File: src/rtl/sa_pkg.sv
// Shared types and constants for the systolic-array operand path.
package sa_pkg;

    localparam int unsigned SA_DIM = 4;
    localparam int unsigned SA_DW  = 8;
    localparam int unsigned IDX_W  = $clog2(SA_DIM);

    typedef enum logic [2:0] {
        ST_IDLE,
        ST_FETCH,
        ST_STREAM,
        ST_WAIT,
        ST_DONE
    } sa_ld_state_t;

    // One matrix row or column; element j sits in bits [8j+7:8j].
    typedef logic [SA_DIM-1:0][SA_DW-1:0] sa_row_t;

endpackage

File: src/rtl/sa_operand_buf.sv
// 4x4 byte operand buffer: row-wide writes, row or column reads.
module sa_operand_buf
    import sa_pkg::*;
#(
    parameter bit READ_COL = 1'b0
) (
    input  logic             clk,
    input  logic             rstn,
    input  logic             wr_en,
    input  logic [IDX_W-1:0] wr_row,
    input  sa_row_t          wr_data,
    input  logic [IDX_W-1:0] rd_idx,
    output sa_row_t          rd_data_c
);

    sa_row_t mem_q [SA_DIM];

    // Row write port; reset clears the whole matrix.
    always_ff @(posedge clk) begin
        if (!rstn) begin
            for (int r = 0; r < int'(SA_DIM); r++) begin
                mem_q[r] <= '0;
            end
        end else if (wr_en) begin
            mem_q[wr_row] <= wr_data;
        end
    end

    if (READ_COL) begin : g_col
        // Column k gathered top to bottom: lane r = element [r][k].
        always_comb begin
            rd_data_c = '0;
            for (int r = 0; r < int'(SA_DIM); r++) begin
                rd_data_c[r] = mem_q[r][rd_idx];
            end
        end
    end else begin : g_row
        // Row k returned as stored.
        always_comb begin
            rd_data_c = mem_q[rd_idx];
        end
    end

endmodule

File: src/rtl/sa_operand_loader.sv
// Fetches A/B operand matrices from SRAM and streams them skewed into the array.
module sa_operand_loader
    import sa_pkg::*;
#(
    parameter int unsigned AW             = 8,
    parameter int unsigned COMPUTE_CYCLES = 23
) (
    input  logic          clk,
    input  logic          rstn,
    input  logic          start,
    input  logic [AW-1:0] a_base,
    input  logic [AW-1:0] b_base,
    output logic          busy,
    output logic          done,
    output logic          mem_rd,
    output logic [AW-1:0] mem_addr,
    input  logic [31:0]   mem_rdata,
    output logic          sa_en,
    output logic [7:0]    sa_a0,
    output logic [7:0]    sa_a1,
    output logic [7:0]    sa_a2,
    output logic [7:0]    sa_a3,
    output logic [7:0]    sa_b0,
    output logic [7:0]    sa_b1,
    output logic [7:0]    sa_b2,
    output logic [7:0]    sa_b3
);

    localparam int unsigned CNT_MAX = (COMPUTE_CYCLES > 9) ? COMPUTE_CYCLES : 9;
    localparam int unsigned CNT_W   = $clog2(CNT_MAX);
    localparam logic [CNT_W-1:0] FETCH_LAST  = CNT_W'(8);
    localparam logic [CNT_W-1:0] STREAM_LAST = CNT_W'(4);
    localparam logic [CNT_W-1:0] WAIT_LAST   =
        CNT_W'((COMPUTE_CYCLES == 0) ? 0 : COMPUTE_CYCLES - 1);

    sa_ld_state_t     state_q, state_n;
    logic [CNT_W-1:0] cnt_q, cnt_n;
    logic [AW-1:0]    a_base_q, a_base_n, b_base_q, b_base_n;

    logic             busy_n, done_n, mem_rd_n, sa_en_n, beat_n;
    logic [AW-1:0]    mem_addr_n;
    logic [IDX_W-1:0] rd_idx_c, wr_row_c;
    logic             a_wr_c, b_wr_c;
    sa_row_t          a_col_c, b_row_c;

    // State, phase counter and latched bases.
    always_ff @(posedge clk) begin
        if (!rstn) begin
            state_q  <= ST_IDLE;
            cnt_q    <= '0;
            a_base_q <= '0;
            b_base_q <= '0;
        end else begin
            state_q  <= state_n;
            cnt_q    <= cnt_n;
            a_base_q <= a_base_n;
            b_base_q <= b_base_n;
        end
    end

    // Next state plus next values of every registered output.
    always_comb begin
        state_n  = state_q;
        cnt_n    = cnt_q;
        a_base_n = a_base_q;
        b_base_n = b_base_q;
        case (state_q)
            ST_IDLE: begin
                if (start) begin
                    state_n  = ST_FETCH;
                    cnt_n    = '0;
                    a_base_n = a_base;
                    b_base_n = b_base;
                end
            end
            ST_FETCH: begin
                if (cnt_q == FETCH_LAST) begin
                    state_n = ST_STREAM;
                    cnt_n   = '0;
                end else begin
                    cnt_n = cnt_q + CNT_W'(1);
                end
            end
            ST_STREAM: begin
                if (cnt_q == STREAM_LAST) begin
                    state_n = (COMPUTE_CYCLES == 0) ? ST_DONE : ST_WAIT;
                    cnt_n   = '0;
                end else begin
                    cnt_n = cnt_q + CNT_W'(1);
                end
            end
            ST_WAIT: begin
                if (cnt_q == WAIT_LAST) begin
                    state_n = ST_DONE;
                    cnt_n   = '0;
                end else begin
                    cnt_n = cnt_q + CNT_W'(1);
                end
            end
            ST_DONE: begin
                state_n = ST_IDLE;
                cnt_n   = '0;
            end
            default: begin
                state_n = ST_IDLE;
                cnt_n   = '0;
            end
        endcase

        busy_n     = (state_n != ST_IDLE);
        done_n     = (state_n == ST_DONE);
        mem_rd_n   = (state_n == ST_FETCH) && (cnt_n != FETCH_LAST);
        // Reads 0..3 hit A rows, 4..7 hit B rows; bit 2 picks the matrix.
        mem_addr_n = '0;
        if (mem_rd_n) begin
            mem_addr_n = (cnt_n[2] ? b_base_n : a_base_n) + AW'(cnt_n[1:0]);
        end
        sa_en_n    = (state_n == ST_STREAM) && (cnt_n != STREAM_LAST);
        beat_n     = (state_n == ST_STREAM) && (cnt_n != '0);
        // Beat i = s-1 uses index 3-i = 4-s.
        rd_idx_c   = IDX_W'(3'd4 - cnt_n[2:0]);
    end

    // Capture the read return one cycle after each strobe.
    always_comb begin
        a_wr_c   = (state_q == ST_FETCH) && (cnt_q != '0) && (cnt_q <= CNT_W'(4));
        b_wr_c   = (state_q == ST_FETCH) && (cnt_q >  CNT_W'(4));
        wr_row_c = IDX_W'(cnt_q - CNT_W'(1));
    end

    sa_operand_buf #(.READ_COL(1'b1)) u_buf_a (
        .clk      (clk),
        .rstn     (rstn),
        .wr_en    (a_wr_c),
        .wr_row   (wr_row_c),
        .wr_data  (mem_rdata),
        .rd_idx   (rd_idx_c),
        .rd_data_c(a_col_c)
    );

    sa_operand_buf #(.READ_COL(1'b0)) u_buf_b (
        .clk      (clk),
        .rstn     (rstn),
        .wr_en    (b_wr_c),
        .wr_row   (wr_row_c),
        .wr_data  (mem_rdata),
        .rd_idx   (rd_idx_c),
        .rd_data_c(b_row_c)
    );

    // Output registers; lanes are zero outside beat cycles.
    always_ff @(posedge clk) begin
        if (!rstn) begin
            busy     <= 1'b0;
            done     <= 1'b0;
            mem_rd   <= 1'b0;
            mem_addr <= '0;
            sa_en    <= 1'b0;
            sa_a0    <= '0;
            sa_a1    <= '0;
            sa_a2    <= '0;
            sa_a3    <= '0;
            sa_b0    <= '0;
            sa_b1    <= '0;
            sa_b2    <= '0;
            sa_b3    <= '0;
        end else begin
            busy     <= busy_n;
            done     <= done_n;
            mem_rd   <= mem_rd_n;
            mem_addr <= mem_addr_n;
            sa_en    <= sa_en_n;
            sa_a0    <= beat_n ? a_col_c[0] : '0;
            sa_a1    <= beat_n ? a_col_c[1] : '0;
            sa_a2    <= beat_n ? a_col_c[2] : '0;
            sa_a3    <= beat_n ? a_col_c[3] : '0;
            sa_b0    <= beat_n ? b_row_c[0] : '0;
            sa_b1    <= beat_n ? b_row_c[1] : '0;
            sa_b2    <= beat_n ? b_row_c[2] : '0;
            sa_b3    <= beat_n ? b_row_c[3] : '0;
        end
    end

endmodule

File: config.mk
export PLATFORM = sky130hd
export DESIGN_NAME = sa_operand_loader
export DESIGN_NICKNAME = d
export VERILOG_FILES = /design/src/rtl/sa_pkg.sv /design/src/rtl/sa_operand_buf.sv /design/src/rtl/sa_operand_loader.sv
export SDC_FILE = /design/constraint.sdc
export NUM_CORES = 1
export LEC_CHECK = 0
export ABC_AREA = 1
export CAP_MARGIN = 20
export CORE_MARGIN = 4
export CORE_UTILIZATION = 40
export DETAILED_ROUTE_END_ITERATION = 10
export HOLD_SLACK_MARGIN = 0.15
export PLACE_DENSITY_LB_ADDON = 0.3
export SKIP_LAST_GASP = 1
export SYNTH_ARGS = -nofsm -noshare
export SYNTH_HDL_FRONTEND = slang
export SYNTH_SLANG_ARGS = --single-unit
export TNS_END_PERCENT = 5
File: constraint.sdc
create_clock -name clk -period 5.4 [get_ports clk]
set_clock_uncertainty 0.15 [all_clocks]
set_input_delay 0.54 -clock clk [delete_from_list [all_inputs] [get_ports clk]]
set_output_delay 0.54 -clock clk [all_outputs]
set_load 0.01 [all_outputs]
# Yosys cells after proc, flatten, opt, wreduce, memory -nomap -nowiden
# Memories as Yosys holds them, arrays and structs flattened. A register that Yosys moved wholly into a read port is not among the register bits.
# Cells that the tools add are included.
[totals] ram_bits=256 register_bits=68 out_inout_bits=76 n_memories=2 romBits=0 inputBits=51 word_cells=84 latchBits=0
[classes] n_mul=0 n_eq_ne=11 order_cmp=3 div_mod_pow=0 bitwise_logic=0 reduce_logical=15 n_mux=36 n_shift=0 addsub=4
[mem_list] memory="u_buf_a.mem_q" depth=4 width=32 read_ports=4 rd_clocked_by_memory_dff=0 write_ports=4 line="sa_operand_buf.sv:16" source="sa_row_t mem_q [SA_DIM];"
[mem_list] memory="u_buf_b.mem_q" depth=4 width=32 read_ports=1 rd_clocked_by_memory_dff=1 write_ports=4 line="sa_operand_buf.sv:16"
[op_table] cell="8-bit two-way mux" count=9
[op_table] cell="8-bit binary-select mux with 2-bit select" count=4
[op_table] cell="32-bit two-way mux" count=2
[op_table] cell="32-bit OR reduction" count=2
[op_table] cell="5-bit two-way mux" count=4
[op_table] cell="5-bit one-hot mux with 4 select lines" count=1
[op_table] cell="3-bit two-way mux" count=4
[op_table] cell="3-bit one-hot mux with 4 select lines" count=1
[op_table] cell="5-bit nonzero test" count=2
[op_table] cell="3-bit by 2-bit == test with 1-bit output, second input constant" count=3
[op_table] cell="1-bit two-way mux" count=9
[op_table] cell="8-bit by 2-bit adder with 8-bit output" count=1
[op_table] cell="3-bit by 1-bit == test with 1-bit output, second input constant" count=2
[op_table] cell="1-bit logical AND" count=6
[op_table] cell="5-bit by 1-bit adder with 5-bit output, second input constant" count=1
[op_table] cell="5-bit by 3-bit == test with 1-bit output, second input constant" count=1
[op_table] cell="5-bit by 4-bit == test with 1-bit output, second input constant" count=1
[op_table] cell="5-bit == test, second input constant" count=1
[op_table] cell="5-bit by 3-bit > comparator with 1-bit output, second input constant" count=1
[op_table] cell="5-bit by 3-bit <= comparator with 1-bit output, second input constant" count=1
[op_table] cell="5-bit by 3-bit inequality test with 1-bit output, second input constant" count=1
[op_table] cell="5-bit by 4-bit inequality test with 1-bit output, second input constant" count=1
[op_table] cell="2-bit two-way mux" count=2
[op_table] cell="2-bit AND reduction" count=2
[op_table] cell="other kinds (7)" count=7

# Depth between registers and ports, before layout
[logic_depth] ltp_word=8 depth_mapped=20

# By module
# Synthesis repeated with hierarchy kept, for this count alone.
[unflattened] cells_unflattened=1828 area_unflattened_um2=16722.3
[modules_own_cells] module="sa_operand_buf" seq_area_each_um2=3843.7 cells_per_inst=689 area_per_inst_um2=6267.3 n_inst=2
[modules_own_cells] module="sa_operand_loader" seq_area_each_um2=2001.9 cells_per_inst=450 area_per_inst_um2=4187.8 n_inst=1

# Least setup slack after synthesis
# No wires, ideal clock.
[synth_timing] path_type="flip-flop to flip-flop" startpoint="register cnt_q[0]" endpoint="memory u_buf_b.mem_q[1][0] (netlist name) (enable)" arrival_ps=3486 path_stages_with_launch=8 n_path_buf=1 slack_ps=1298 setup_time_ps=466 path_cell_list="dfxtp_1 > inv_2 > ha_1 > inv_1 > nor2_1 > inv_1 > clkbuf_1 > o21ai_0"
[synth_lines] item="start: declaration" line="sa_operand_loader.sv:37" source="logic [CNT_W-1:0] cnt_q, cnt_n;"
[synth_lines] item="start signal: assignment" line="sa_operand_loader.sv:55" source="cnt_q <= cnt_n;"
[synth_lines] item="end: declaration" line="sa_operand_buf.sv:16"

# Worst setup path after layout
[layout_timing] startpoint="register cnt_q[0]" endpoint="register sa_a2[0]"
[layout_between] elab_chain_len=6 word_cells_on_any_way=20
[layout_lines] item="5-bit by 1-bit adder with 5-bit output (tied with other cells)" line="sa_operand_loader.sv:81, sa_operand_loader.sv:89, sa_operand_loader.sv:97"
[layout_lines] item="5-bit two-way mux, on equally long branches" line="sa_operand_loader.sv:93, sa_operand_loader.sv:77, sa_operand_loader.sv:85"
[layout_lines] item="5-bit one-hot mux with 4 select lines (*)" line="sa_operand_loader.sv:67" source="case (state_q)"
[layout_lines] item="named net cnt_n[1]" line="sa_operand_loader.sv:37"
[layout_lines] item="1-bit by 2-bit subtractor with 2-bit output / 5-bit nonzero test (equally long branches)" line="sa_operand_loader.sv:121, sa_operand_loader.sv:119"
[layout_lines] item="8-bit binary-select mux with 2-bit select / 1-bit logical AND (equally long branches)" line="sa_operand_buf.sv:34, sa_operand_loader.sv:119"
[layout_lines] item="8-bit two-way mux (not written as such) / 2-bit AND reduction (equally long branches)"
[layout_lines] item="end signal: assignment" line="sa_operand_loader.sv:175" source="sa_a2 <= beat_n ? a_col_c[2] : '0;"
[layout_lines] item="end: declaration" line="sa_operand_loader.sv:21" source="output logic [7:0] sa_a2,"
# The timed path passes the listed nets; every way through them passes the cells marked *. The select of a mux whose other input is x is not followed.
# A chain may end at the register's enable or synchronous reset.

==> results.cfg <==
[outcome]
status = complete, no violations

[setup_path]
reg2reg_depth = 18
ff2ff_setup_slack_ns = 1.71
r2r-end = sa_a2[0]$_SDFF_PN0_
worstReg2RegStart = cnt_q[0]$_SDFF_PN0_
end_kind = flop
critPathKind = flop to flop
crit_path_start_kind = flop
critPathMaxFanout = 67
required_ns = 5.68
arrival_ns = 3.97

[clock_tree]
htree_levels = 2
cts_resized = 0
post_cts_buffers = 0
cts.clk_slew.worst_paths_ns = 0.06
cts.hold.buffers_added = 0
clockBufferDepth = 3
cts_sinks = 356
cts_buffers = 40
root_buffer = clkbuf_16
cts_tree = yes
clk_latency_ns = 0.52

[sta]
setup_tns_ns = 0
finalWorstSetupSlack_ns = 1.71
finalSetupViolCount = 0
rsz0062_at_grt = no
hold_viol_final = 0
max_freq_ghz = 0.271
period_needed_ns = 3.69
worst_slew_pin_slew_ns = 0.924
period_share_pct = 68.4
max_slew_margin_pct = 38.4
maxSlewViolCount = 0

[hold_path]
hold_path_depth = 2
worstHoldStart = b_base_q[1]$_SDFF_PN0_
worstHoldEndpoint = b_base_q[1]$_SDFF_PN0_
min_path_type = flop to flop

[power_and_ir_drop]
peakVddDrop_mv = 0.229
combPwrFrac_pct = 11.4
p_int_mw = 4.68
switching_power_mw = 1.56
powerDensity_nw_per_um2 = 353
power_leakage_nw = 6.93
fin_total_pwr_mw = 6.24
p_clk_share_pct = 40.0
sw_frac_of_total_pct = 25.0
seq_power_share_pct = 48.6

[die]
die_h_um = 201
rows = 70
die_x_um = 201
io_pins = 127
core_area_um2 = 36600
dieArea_um2 = 40200
initial_core_util_pct = 40.5

[grt]
gr-total-overflow = 0
grt_usage_pct = 18.3
grt_pass1_wl_um = 59100
first_global_vias = 10400
antenna_found_initial = 0
grt_max_degree = 68

[logic_synthesis]
yosysTopAreaCellShare_pct = 51.8
yosys-top-cells-area = edfxtp_1 52%, dfxtp_1 13%, nor2_1 13%
yosysSeqAreaShare_pct = 65.3
ys_ff_latch = 356
synthesis.area_um2 = 14800
synthCells = 1516
synth_area_per_cell_um2 = 9.78
synth_edf_count = 256
synth_top_cell_by_area = edfxtp_1
synth_cell_types = 36
yosys_warnings = 0
synthFlopType = edfxtp_1
synth_nets = 1574
synth_async_sr_flop_share_pct = 0

[placed_design]
dp_worst_setup_slack_ns = 1.67
place.gp.congestion = 0.835
dp_hpwl_um = 22700
place_inst = 2043
numPortBuffers = 126

[routing]
num_vias = 10600
drc = 0
routed_wl_um = 37700
via_per_inst = 5.03
drt_iter0_markers = 848
dr.pass1.iters = 5
ant_nets = 0
wire_per_inst_um = 17.8

[final_layout]
layout-drive-gt1-share_pct = 8.99
fin_nets = 1676
diodes = 0
mostFrequentLayoutCells = 500 x nor2_1, 256 x edfxtp_1, 182 x o21ai_1, 126 x clkdlybuf4s50_1
syn2layout_area_growth_pct = 19.2
instances_no_fill = 2115
final_common_cell = nor2_1
final_util_pct = 48.3

[flow_run]
drv_cap = 0
## critical path: stages (launching register included)
cell     delay [ns]
dfxtp_1        0.40
inv_2          0.14
ha_1           0.22
nand2_1        0.05
inv_1          0.04
nand2_1        0.13
nand2_1        0.09
nand2_1        0.10
nand2_1        0.08
nand2_1        0.09
inv_1          0.05
o22ai_1        0.30
inv_1          0.15
ha_4           0.75
buf_12         0.37
o21ai_1        0.11
o21ai_1        0.20
inv_2          0.06
nor2_1         0.10
## cell usage after synthesis, types with 11 or more instances
| library cell | number |
|---|---|
| nor2_1 | 500 |
| edfxtp_1 | 256 |
| o21ai_1 | 182 |
| inv_1 | 102 |
| dfxtp_1 | 100 |
| nand2_1 | 76 |
| nor3_1 | 64 |
| inv_2 | 42 |
| clkbuf_1 | 39 |
| o21ai_0 | 32 |
| buf_2 | 21 |
| nand3_1 | 21 |
| buf_6 | 14 |
| buf_1 | 11 |
## kinds of logic after synthesis
family | count (synthesis) | share of synthesized area, %
AND/OR/NAND/NOR | 687 | 18.8
flip-flops | 356 | 65.3
buffers and inverters | 233 | 6.83
AO/OA/AOI/OAI | 224 | 7.76
adder cells (fa/ha/maj) | 7 | 0.641
multiplexers | 6 | 0.405
XOR/XNOR | 3 | 0.177
## flip-flops by register name (all words and copies together) (netlist names)
signal	flops
sa_a1	8
state_q	3
sa_b2	8
sa_b3	8
cnt_q	5
sa_b1	8
busy	1
mem_addr	8
u_buf_a.mem_q	128
done	1
a_base_q	8
u_buf_b.mem_q	128
b_base_q	8
sa_a0	8
mem_rd	1
sa_a3	8
sa_b0	8
sa_a2	8
sa_en	1
## through the flow
| step | hold slack (ns) | cell area (µm²) |
|---|---|---|
| 2_1_floorplan | 0.305 | 14800 |
| 3_3_place_gp | 0.319 | 16400 |
| 3_5_place_dp | 0.337 | 16400 |
| 4_1_cts | 0.350 | 17600 |
| 5_1_grt | 0.384 | 17700 |
| 6_report | 0.345 | 17700 |
## area by class of cell
class                      instances  area, µm²
clock buffer                      56       1130
clock inverter                    15       77.6
fill                            3388      18900
inverter                         146        551
multi-input combinational        927       4170
sequential                       356       9690
tap                              468        586
timing repair buffer             147       1470
## power groups by stage
stage          clock (mW)  sequential, mW  combinational [mW]
2_1_floorplan           0            3.09               0.486
3_3_place_gp            0            3.09               0.705
3_5_place_dp            0            3.09               0.717
4_1_cts              2.55            3.03               0.719
5_1_grt              2.66            3.04               0.798
6_report             2.49            3.03               0.713
## worst max-delay path by stage
stage,from,endpoint,slack [ns]
2_1_floorplan,cnt_q[0]$_SDFF_PN0_,u_buf_b.mem_q[1][0]$_SDFFCE_PN0P_,1.30
3_3_place_gp,start,sa_a0[5]$_SDFF_PN0_,1.77
3_5_place_dp,cnt_q[0]$_SDFF_PN0_,sa_a0[5]$_SDFF_PN0_,1.67
4_1_cts,cnt_q[0]$_SDFF_PN0_,sa_a0[5]$_SDFF_PN0_,1.65
5_1_grt,cnt_q[0]$_SDFF_PN0_,sa_b3[1]$_SDFF_PN0_,1.30
6_report,cnt_q[0]$_SDFF_PN0_,sa_a2[0]$_SDFF_PN0_,1.71
## layer usage
layer | vias up | GRT usage [%] | wire, µm
li1 | 5185 | - | -
met1 | 5022 | 25.2 | 16400
met2 | 365 | 29.8 | 17400
met3 | 71 | 2.76 | 2630
met4 | 0 | 6.47 | 1230
met5 | - | 0 | 0
No activity file was read; power rests on OpenSTA's default activity.
